--- config.mk ---
export PLATFORM = sky130hd
export DESIGN_NAME = frame_process_sequencer
export DESIGN_NICKNAME = d
export VERILOG_FILES = /design/src/rtl/proc_pkg.sv /design/src/rtl/seq_timeout_ctr.sv /design/src/rtl/frame_process_sequencer.sv
export SDC_FILE = /design/constraint.sdc
export NUM_CORES = 1
export LEC_CHECK = 0
export BUFFER_PORTS_ARGS = -buffer_cell sky130_fd_sc_hd__buf_2
export CORE_MARGIN = 5
export CORE_UTILIZATION = 51
export CTS_CLUSTER_DIAMETER = 120
export DETAILED_ROUTE_END_ITERATION = 8
export PLACE_DENSITY = 0.8
export SETUP_SLACK_MARGIN = 0.1
export SYNTH_ARGS = -nofsm -noshare
export SYNTH_HDL_FRONTEND = slang
export SYNTH_HIERARCHICAL = 1
export SYNTH_SLANG_ARGS = --single-unit
export TNS_END_PERCENT = 20
--- constraint.sdc ---
create_clock -name clka -period 3.8 [get_ports clka]
set_clock_uncertainty 0.2 [all_clocks]
set_input_delay 0.57 -clock clka [delete_from_list [all_inputs] [get_ports clka]]
set_output_delay 0.57 -clock clka [all_outputs]
set_load 0.005 [all_outputs]
--- src/rtl/proc_pkg.sv ---
// Shared types and constants for the frame processing sequencer and its timeout counter.
package proc_pkg;

   localparam int PIX_W_DEF  = 24;
   localparam int ADDR_W_DEF = 18;

   localparam logic [2:0] S_IDLE_ENC     = 3'd0;
   localparam logic [2:0] S_RD_ISSUE_ENC = 3'd1;
   localparam logic [2:0] S_RD_WAIT_ENC  = 3'd2;
   localparam logic [2:0] S_REQ_ENC      = 3'd3;
   localparam logic [2:0] S_ACK_LOW_ENC  = 3'd4;
   localparam logic [2:0] S_WRITE_ENC    = 3'd5;
   localparam logic [2:0] S_NEXT_ENC     = 3'd6;
   localparam logic [2:0] S_DONE_ENC     = 3'd7;

   typedef enum logic [2:0] {
      ST_IDLE     = S_IDLE_ENC,
      ST_RD_ISSUE = S_RD_ISSUE_ENC,
      ST_RD_WAIT  = S_RD_WAIT_ENC,
      ST_REQ      = S_REQ_ENC,
      ST_ACK_LOW  = S_ACK_LOW_ENC,
      ST_WRITE    = S_WRITE_ENC,
      ST_NEXT     = S_NEXT_ENC,
      ST_DONE     = S_DONE_ENC
   } state_t;

   localparam logic [2:0] OP_COPY     = 3'b000;
   localparam logic [2:0] OP_BRIGHTEN = 3'b001;
   localparam logic [2:0] OP_DARKEN   = 3'b010;
   localparam logic [2:0] OP_THRESH   = 3'b011;
   localparam logic [2:0] OP_GRAY     = 3'b100;
   localparam logic [2:0] OP_INVERT   = 3'b111;

   typedef struct packed {
      logic [7:0] r;
      logic [7:0] g;
      logic [7:0] b;
   } pix_t;

endpackage

--- src/rtl/seq_timeout_ctr.sv ---
// Saturating wait counter: clr restarts it, en advances it, expire flags the TIMEOUT-th enabled cycle.
// Single cycle, no backpressure; expire is combinational from the count register.
module seq_timeout_ctr
   import proc_pkg::*;
#(
   parameter int TIMEOUT = 1023
) (
   input  logic clk,
   input  logic rst_n,
   input  logic clr,
   input  logic en,
   output logic expire
);

   localparam int CW = $clog2(TIMEOUT + 1);
   localparam logic [CW-1:0] LAST = CW'(TIMEOUT - 1);

   logic [CW-1:0] cnt_q, cnt_d;

   always_comb begin
      cnt_d = cnt_q;
      if (clr) begin
         cnt_d = '0;
      end else if (en && cnt_q != LAST) begin
         cnt_d = cnt_q + CW'(1);
      end
   end

   always_ff @(posedge clk or negedge rst_n) begin
      if (!rst_n) begin
         cnt_q <= '0;
      end else begin
         cnt_q <= cnt_d;
      end
   end

   assign expire = en && (cnt_q == LAST);

endmodule

--- src/rtl/frame_process_sequencer.sv ---
// Walks a frame: read source BRAM, four-phase OKin/OKout handshake with `process`, write result.
// Per pixel 3 + RD_LAT cycles plus handshake time; each handshake phase aborts after TIMEOUT cycles.
module frame_process_sequencer
   import proc_pkg::*;
#(
   parameter int NUM_PIXELS = 200000,
   parameter int ADDR_W     = ADDR_W_DEF,
   parameter int PIX_W      = PIX_W_DEF,
   parameter int RD_LAT     = 1,
   parameter int TIMEOUT    = 1023
) (
   input  logic              clka,
   input  logic              reset,
   input  logic              start,
   input  logic              abort,
   input  logic [2:0]        op_in,
   input  logic [7:0]        value_in,
   output logic              busy,
   output logic              done,
   output logic              error,
   output logic              src_ena,
   output logic [ADDR_W-1:0] src_addr,
   input  logic [PIX_W-1:0]  src_dout,
   output logic [7:0]        Rin,
   output logic [7:0]        Gin,
   output logic [7:0]        Bin,
   output logic [2:0]        operation,
   output logic [7:0]        value,
   output logic              OKin,
   input  logic              OKout,
   input  logic [7:0]        Rout,
   input  logic [7:0]        Gout,
   input  logic [7:0]        Bout,
   output logic              dst_wea,
   output logic [ADDR_W-1:0] dst_addr,
   output logic [PIX_W-1:0]  dst_din
);

   localparam logic [ADDR_W-1:0] LAST_PIX = ADDR_W'(NUM_PIXELS - 1);
   localparam logic [1:0]        RD_LAST  = 2'(RD_LAT - 1);

   state_t              state_q, state_d;
   logic [ADDR_W-1:0]   cnt_q, cnt_d;
   logic [1:0]          rd_cnt_q, rd_cnt_d;
   logic                armed_q, armed_d;
   logic                busy_q, busy_d;
   logic                done_q, done_d;
   logic                error_q, error_d;
   logic                src_ena_q, src_ena_d;
   logic [ADDR_W-1:0]   src_addr_q, src_addr_d;
   pix_t                rgb_in_q, rgb_in_d;
   logic [2:0]          op_q, op_d;
   logic [7:0]          val_q, val_d;
   logic                okin_q, okin_d;
   logic                wea_q, wea_d;
   logic [ADDR_W-1:0]   dst_addr_q, dst_addr_d;
   pix_t                res_q, res_d;
   logic                tmo_en, tmo_clr, tmo_expire;

   assign tmo_en  = (state_q == ST_REQ) || (state_q == ST_ACK_LOW);
   assign tmo_clr = (state_d != state_q);

   seq_timeout_ctr #(.TIMEOUT(TIMEOUT)) u_tmo (
      .clk(clka), .rst_n(reset), .clr(tmo_clr), .en(tmo_en), .expire(tmo_expire)
   );

   always_comb begin
      state_d = state_q;   cnt_d = cnt_q;       rd_cnt_d = rd_cnt_q;  armed_d = armed_q;
      busy_d = busy_q;     done_d = 1'b0;       error_d = error_q;    src_ena_d = 1'b0;
      src_addr_d = src_addr_q;  rgb_in_d = rgb_in_q;  op_d = op_q;    val_d = val_q;
      okin_d = okin_q;     wea_d = 1'b0;        dst_addr_d = dst_addr_q;  res_d = res_q;
      case (state_q)
         ST_IDLE: if (start && !abort) begin
            op_d = op_in;  val_d = value_in;  error_d = 1'b0;  cnt_d = '0;  busy_d = 1'b1;
            src_ena_d = 1'b1;  src_addr_d = '0;  state_d = ST_RD_ISSUE;
         end
         ST_RD_ISSUE: begin
            rd_cnt_d = '0;
            state_d  = ST_RD_WAIT;
         end
         ST_RD_WAIT: if (rd_cnt_q == RD_LAST) begin
            // A still-high acknowledge from the previous pixel must fall before OKin rises.
            rgb_in_d = pix_t'(src_dout);  okin_d = !OKout;  armed_d = !OKout;  state_d = ST_REQ;
         end else begin
            rd_cnt_d = rd_cnt_q + 2'd1;
         end
         ST_REQ: if (!armed_q) begin
            if (!OKout) begin
               armed_d = 1'b1;
               okin_d  = 1'b1;
            end
         end else if (OKout) begin
            res_d = '{r: Rout, g: Gout, b: Bout};  okin_d = 1'b0;  state_d = ST_ACK_LOW;
         end
         ST_ACK_LOW: if (!OKout) begin
            wea_d = 1'b1;  dst_addr_d = cnt_q;  state_d = ST_WRITE;
         end
         ST_WRITE: state_d = ST_NEXT;
         ST_NEXT: if (cnt_q == LAST_PIX) begin
            done_d = 1'b1;  busy_d = 1'b0;  state_d = ST_DONE;
         end else begin
            cnt_d = cnt_q + 1'b1;  src_ena_d = 1'b1;  src_addr_d = cnt_q + 1'b1;  state_d = ST_RD_ISSUE;
         end
         ST_DONE: state_d = ST_IDLE;
         default: state_d = ST_IDLE;
      endcase
      // A handshake that completes on the last allowed cycle is not a timeout.
      if (tmo_expire && state_d == state_q) begin
         error_d = 1'b1;  okin_d = 1'b0;  busy_d = 1'b0;  state_d = ST_IDLE;
      end
      if (abort && state_q != ST_IDLE) begin
         state_d = ST_IDLE;  okin_d = 1'b0;  wea_d = 1'b0;  busy_d = 1'b0;
         src_ena_d = 1'b0;  done_d = 1'b0;  error_d = error_q;
      end
   end

   always_ff @(posedge clka or negedge reset) begin
      if (!reset) begin
         state_q <= ST_IDLE;  cnt_q <= '0;     rd_cnt_q <= '0;   armed_q <= 1'b0;
         busy_q <= 1'b0;      done_q <= 1'b0;  error_q <= 1'b0;  src_ena_q <= 1'b0;
         src_addr_q <= '0;    rgb_in_q <= '0;  op_q <= '0;       val_q <= '0;
         okin_q <= 1'b0;      wea_q <= 1'b0;   dst_addr_q <= '0; res_q <= '0;
      end else begin
         state_q <= state_d;  cnt_q <= cnt_d;   rd_cnt_q <= rd_cnt_d;  armed_q <= armed_d;
         busy_q <= busy_d;    done_q <= done_d; error_q <= error_d;    src_ena_q <= src_ena_d;
         src_addr_q <= src_addr_d;  rgb_in_q <= rgb_in_d;  op_q <= op_d;  val_q <= val_d;
         okin_q <= okin_d;    wea_q <= wea_d;   dst_addr_q <= dst_addr_d;  res_q <= res_d;
      end
   end

   assign busy      = busy_q;
   assign done      = done_q;
   assign error     = error_q;
   assign src_ena   = src_ena_q;
   assign src_addr  = src_addr_q;
   assign Rin       = rgb_in_q.r;
   assign Gin       = rgb_in_q.g;
   assign Bin       = rgb_in_q.b;
   assign operation = op_q;
   assign value     = val_q;
   assign OKin      = okin_q;
   assign dst_wea   = wea_q;
   assign dst_addr  = dst_addr_q;
   assign dst_din   = res_q;

endmodule

Word-level counts from Yosys, hierarchy flattened
Cells that the tools add are included.
{"block": "op_classes", "div_mod_pow": 0, "mux": 43, "order_cmp": 0, "eq_ne": 21, "shifts": 0, "reduce_logical": 29, "bitwise": 2, "multipliers": 0, "addsub": 3}
{"op": "18-bit two-way mux", "count": 2}
{"op": "18-bit case mux with 2 select lines", "count": 1}
{"op": "3-bit two-way mux", "count": 8}
{"op": "3-bit case mux with 8 select lines", "count": 1}
{"op": "1-bit two-way mux", "count": 23}
{"op": "10-bit two-way mux", "count": 2}
{"op": "18-bit by 1-bit adder with 18-bit output (second input constant)", "count": 1}
{"op": "18-bit equality test (second input constant)", "count": 1}
{"op": "3-bit equality test (second input constant)", "count": 4}
{"op": "4-bit != test (second input constant)", "count": 3}
{"op": "3-bit AND reduction", "count": 4}
{"op": "2-bit nonzero test", "count": 6}
{"op": "10-bit by 1-bit adder with 10-bit output (second input constant)", "count": 1}
{"op": "10-bit equality test (second input constant)", "count": 1}
{"op": "10-bit != test (second input constant)", "count": 1}
{"op": "5-bit by 3-bit != test with 1-bit output (second input constant)", "count": 2}
{"op": "2-bit AND reduction", "count": 5}
{"op": "2-bit != test (second input constant)", "count": 4}
{"op": "1-bit case mux with 2 select lines", "count": 4}
{"op": "4-bit nonzero test", "count": 2}
{"op": "3-bit by 2-bit equality test with 1-bit output (second input constant)", "count": 2}
{"op": "1-bit logical AND", "count": 5}
{"op": "2-bit case mux with 2 select lines", "count": 1}
{"op": "4-bit AND reduction", "count": 1}
{"op": "other kinds (11)", "count": 13}
{"block": "totals", "mem_count": 0, "elab_cells": 118, "romBits": 0, "ramBits": 0, "latch_bits": 0, "register_bits": 117}

Longest topological paths before layout
{"block": "depth", "word_depth": 10, "depth_mapped": 14, "mapped_depth_nobuf": 11}

Modules after synthesis
The synthesis kept the hierarchy.
{"mod": "frame_process_sequencer", "cells_each": 418, "area_per_inst_um2": 4793.3, "instances": 1}
{"mod": "seq_timeout_ctr", "cells_each": 58, "area_per_inst_um2": 569.3, "instances": 1}

Least setup slack after synthesis
OpenSTA, ideal clock, no wires.
{"block": "synth_timing", "path_kind": "register to register", "from": "reg state_q[1]", "to": "reg u_tmo.cnt_q[3]", "arrival_time_ps": 2599, "t_required_ps": 3469, "slack_ps": 870, "stages_incl_launch_ff": 14, "synth_period_minus_slack_ps": 2930, "n_path_buf": 4, "cell_sequence": "dfrtp_1 buf_2 buf_1 o21ai_0 inv_1 nor2_1 clkbuf_1 a21boi_0 o31a_1 and3_1 o32ai_1 buf_4 o21bai_1 a31oi_1"}
{"block": "synth_between", "word_cells_on_any_way": 26, "classes_between": "9 x eq/ne; 9 x mux; 8 x reduce/logical"}
{"element": "from (decl)", "line_no": "frame_process_sequencer.sv:42", "source": "state_t state_q, state_d;"}
{"element": "from (signal assigned)", "line_no": "frame_process_sequencer.sv:124", "source": "state_q <= state_d; cnt_q <= cnt_d; rd_cnt_q <= rd_cnt_d; armed_q <= armed_d;"}
{"element": "3-bit by 2-bit equality test with 1-bit output or 3-bit equality test (tied branches)", "line_no": "frame_process_sequencer.sv:60", "source": "assign tmo_en = (state_q == ST_REQ) || (state_q == ST_ACK_LOW);"}
{"element": "1-bit logical OR *", "line_no": "frame_process_sequencer.sv:60"}
{"element": "via tmo_en", "line_no": "frame_process_sequencer.sv:58", "source": "logic tmo_en, tmo_clr, tmo_expire;"}
{"element": "1-bit logical AND *", "line_no": "seq_timeout_ctr.sv:37", "source": "assign expire = en && (cnt_q == LAST);"}
{"element": "via tmo_expire", "line_no": "frame_process_sequencer.sv:58"}
{"element": "1-bit logical AND *", "line_no": "frame_process_sequencer.sv:108", "source": "if (tmo_expire && state_d == state_q) begin"}
{"element": "3-bit two-way mux *", "line_no": "frame_process_sequencer.sv:108"}
{"element": "3-bit two-way mux *", "line_no": "frame_process_sequencer.sv:111", "source": "if (abort && state_q != ST_IDLE) begin"}
{"element": "3-bit != test *", "line_no": "frame_process_sequencer.sv:61", "source": "assign tmo_clr = (state_d != state_q);"}
{"element": "via tmo_clr", "line_no": "frame_process_sequencer.sv:58"}
{"element": "10-bit two-way mux or 2-bit nonzero test (tied branches)"}
{"element": "to (signal assigned)", "line_no": "seq_timeout_ctr.sv:33", "source": "cnt_q <= cnt_d;"}
{"element": "to (decl)", "line_no": "seq_timeout_ctr.sv:18", "source": "logic [CW-1:0] cnt_q, cnt_d;"}
Mark *: on every way through the listed nets, which the timed path passes. The rest lies on a longest branch.
A chain may end at the register's enable or synchronous reset.

Worst setup path after layout
{"block": "layout_timing", "from": "reg state_q[2]", "to": "reg u_tmo.cnt_q[3]"}
Same word-level chain as after synthesis.

==> results.md <==
Critical path:
- The most prevalent standard cell on the critical path is buf_4.
- The kind of end point of the critical path is a flop.
- The largest single stage delay on the critical path is 650 ps.
- The required time at the worst-slack endpoint is 3980 ps.
- Of all nets on the critical path, the largest fanout is 19.
- STA classifies the critical path startpoint as a flop.
- The critical path class is flop to flop.
- The critical path's slowest cell is dfrtp_1.
- Traced cell by cell, the critical path runs through nand2b_1 > o21ai_0 > inv_1 > nor2_1 > buf_4 > a21boi_0 > o31a_1 > and3_1 > o32ai_1 > buf_4 > o21bai_1 > a31oi_1.
- The data arrival time of the worst path is 3360 ps.

CTS:
- The clock reaches the later pin of the worst-skew pair after 520 ps.
- The number of buffers added for setup after CTS is 0.
- TritonCTS created 17 clock buffers.
- The post-CTS clock slew at the launch and capture registers of the worst setup and hold paths is 60 ps.
- The clock tree from TritonCTS is yes.
- The clock sink total is 117.
- The number of H-tree branching levels is 4.
- The cell at the root of the clock tree is clkbuf_8.
- The deepest clock path buffer count is 2.

Routing:
- In the routed design, unresolved DRC markers number 0.
- The pre-antenna-repair detailed-routing pass consisted of 4 iterations.
- The final routed wirelength across all metal layers is between 10 and 15 mm.
- The initial DRC count is 331.
- After detailed routing, the average wire length per cell comes to 16.61 µm.
- The via count normalized by instance count is 5.569.
- The detail route stage leaves a number of antenna-violating nets equal to 0.
- The number of vias after detailed routing is 4372.

Synthesis:
- Of the synthesized area, sequential elements account for 54.60%.
- The number of synthesized flops with an enable pin is 0.
- The share of async-settable or async-resettable flops after synthesis is 100.0%.
- The area of the mapped netlist is 0.005363 mm².
- When the netlist entered floorplanning its net count stood at 544.
- The number of instances in the synthesized netlist is 476.
- The synthesized design contains 117 register bits.
- The most used flip-flop cell after synthesis is dfrtp_1.
- The Yosys step of the flow raised 6 warnings.
- The mean post-synth cell area is 11.27 µm².
- The number of different library cells used by synthesis comes to 54.

Finish:
- After routing the design area is 0.006847 mm².
- In the layout the commonest cells are buf_2 (163), dfrtp_1 (117), mux2_2 (66).
- Leaving out fill and tap cells, the most frequent cell in the layout is buf_2.
- In the final layout, the share of cells above drive strength 1 is 42.06%.
- The count of antenna diodes in the layout is 0.
- The net count of the finished layout is 706.
- Compared with the post-synthesis result, the final layout area differs by 27.67%.
- Cells fill 66.62% of the core in the end.

Floorplanning:
- The initial utilization of the core area, before any placement, comes to 52.18%.
- The floorplan die width is 112.5 µm.
- The core region is between 0.01 and 0.015 mm².
- For this design the top-level I/O count stands at 165.
- The floorplan step set the die height to 112.5 µm.
- The floorplan has 37 rows.
- The die area is 0.01267 mm².

STA:
- The number of pins exceeding their max-slew limit in the final report is 0.
- The worst max-slew margin expressed relative to the limit is a little under half.
- Counting I/O delays and the setup requirement, the final critical path takes 3176 ps.
- Final hold analysis gives a worst-case slack of roughly 40 ps.
- Setup violations remaining at the end of the flow were counted as 0.
- After routing, the total negative slack on setup checks comes to 0 ps.
- The pin slew with the least headroom to its limit is slightly above 800 ps.
- The maximum clock frequency is 0.3149 GHz.
- Dividing the final minimum period by the clock period gives 83.57%.
- Setup repair after global routing left no endpoint under its margin.
- The count of endpoints failing hold in the final timing report was 0.

Placed design:
- The count of port buffers added during placement is about 160.
- The weighted congestion at the end of routability-driven global placement is around 0.87.
- After detailed placement, the total cell area comes to ~0.0063 mm².
- Summed over all nets, the half-perimeter wirelength after detailed placement is 9.244 mm.

Worst hold path:
- In this run the worst hold path is classified as input port to flop.

Global route:
- In the global route stage, overall resource usage came out at 21.38%.
- The sum of overflow across all layers after global routing is 0.
- The initial antenna violation count is 0.
- The number of global-route vias before repair is between 4000 and 5000.
- The global-route wire length before repair is 22.01 mm.
- The largest net degree at the start of global routing is 78.

Power:
- The maximum vdd ir drop is 0.0004409 V.
- Dividing total power by cell area gives a power density of between 700 and 800 mW/mm².
- The leakage power of the design is approximately 0.0034 µW.

Run:
- The max-cap check violation count is 0.

Run status:
- The flow ran to the end, and the final reports show no timing, DRC or antenna violations.
[final cells by class]
cell class,count,area (µm²)
Inverter,12,45.04
Clock buffer,22,473.0
Tap cell,136,170.2
Fill cell,789,3431
Multi-Input combinational cell,317,2248
Clock inverter,8,76.32
Timing Repair Buffer,173,905.9
Sequential cell,117,2928
[path summary, 6_finish.rpt]
check / startpoint / to / slack [ps] / depth (start not counted)
worst max-delay path: state_q[2]$_DFF_PN0_ / u_tmo/cnt_q[3]$_DFFE_PN0P_ / 620 / 12
worst min-delay path: value_in[4] / value[4]$_DFFE_PN0P_ / 40 / 3
worst max register to register: state_q[2]$_DFF_PN0_ / u_tmo/cnt_q[3]$_DFFE_PN0P_ / 620 / 12
worst min register to register: operation[0]$_DFFE_PN0P_ / operation[0]$_DFFE_PN0P_ / 270 / 2
max in group asynchronous: reset / value[0]$_DFFE_PN0P_ / 2240 / 3
min in group asynchronous: reset / dst_addr[13]$_DFFE_PN0P_ / 370 / 2
[metal layers]
| metal | wire length [µm] | part of all wire (%) | global-route usage (%) | vias up |
|---|---|---|---|---|
| met2 | 6291 | 48 | 33.65 | 192 |
| met4 | 227 | 1.7 | 7.853 | 0 |
| met1 | 5168 | 40 | 26.53 | 2126 |
| li1 | - | - | - | 2029 |
| met3 | 1352 | 10 | 8.787 | 25 |
| met5 | 0 | 0 | 0 | - |
[synthesized netlist by cell type, drive strengths merged (5+ instances only)]
cell	n	area (µm²)
dfrtp	117	2928
mux2	66	743.2
nand2	56	210.2
a21oi	24	120.1
nor2	19	71.32
clkbuf	17	63.81
o21ai	15	75.07
buf	13	88.83
nand3	13	65.06
inv	12	45.04
nand2b	9	56.30
nand4	9	56.30
mux2i	8	80.08
and2	7	43.79
a211oi	6	45.04
a31oi	6	37.54
nor3	6	30.03
o31ai	6	45.04
or4	6	45.04
xnor2	6	52.55
nor2b	5	31.28
[flip-flops by register name (all words and copies together) (netlist names), 8 cells and up]
| signal | cells |
|---|---|
| dst_din | 24 |
| dst_addr | 18 |
| src_addr | 18 |
| u_tmo/cnt_q | 10 |
| Bin | 8 |
| Gin | 8 |
| Rin | 8 |
| value | 8 |
[cell families (layout without fill, tap and decap cells)]
logic type      after synthesis  in the layout  synth area share [%]
fa+ha+maj                     4              4                0.9333
compound gates               76             76                 9.030
mux                          74             74                 15.35
buf+inv                      42            215                 3.686
xor+xnor                      7              7                 1.143
flops                       117            117                 54.60
simple gates                156            156                 15.26
[power by group]
| group | internal (µW) | total [µW] | switching [µW] |
|---|---|---|---|
| Sequential | 1650 | 1900 | 251 |
| Combinational | 756 | 1480 | 719 |
| Clock | 924 | 1460 | 537 |
[per-stage QoR]
stage | power (µW) | cells | worst slack [ps]
after floorplan | 2749 | 476 | 869.6
after global placement | 3321 | 754 | 830.8
after detailed placement | 3402 | 754 | 727.6
after CTS | 4881 | 785 | 714.0
after global routing | 5158 | 785 | 382.9
final | 4840 | 785 | 624.2
[what timing repair did]
item | in CTS | in global routing
endpoints found under the hold margin | 40 | 0
hold buffers | 1 | 0
resized for setup | 0 | 0
[critical path: cells and delay by family, from the launching register on]
kind	cells	cell delay (ps)
flip-flops	1	650
buffers and inverters	3	540
AND/OR/NAND/NOR	3	440
AO/OA/AOI/OAI	6	1240
No activity file was read; power rests on OpenSTA's default activity.
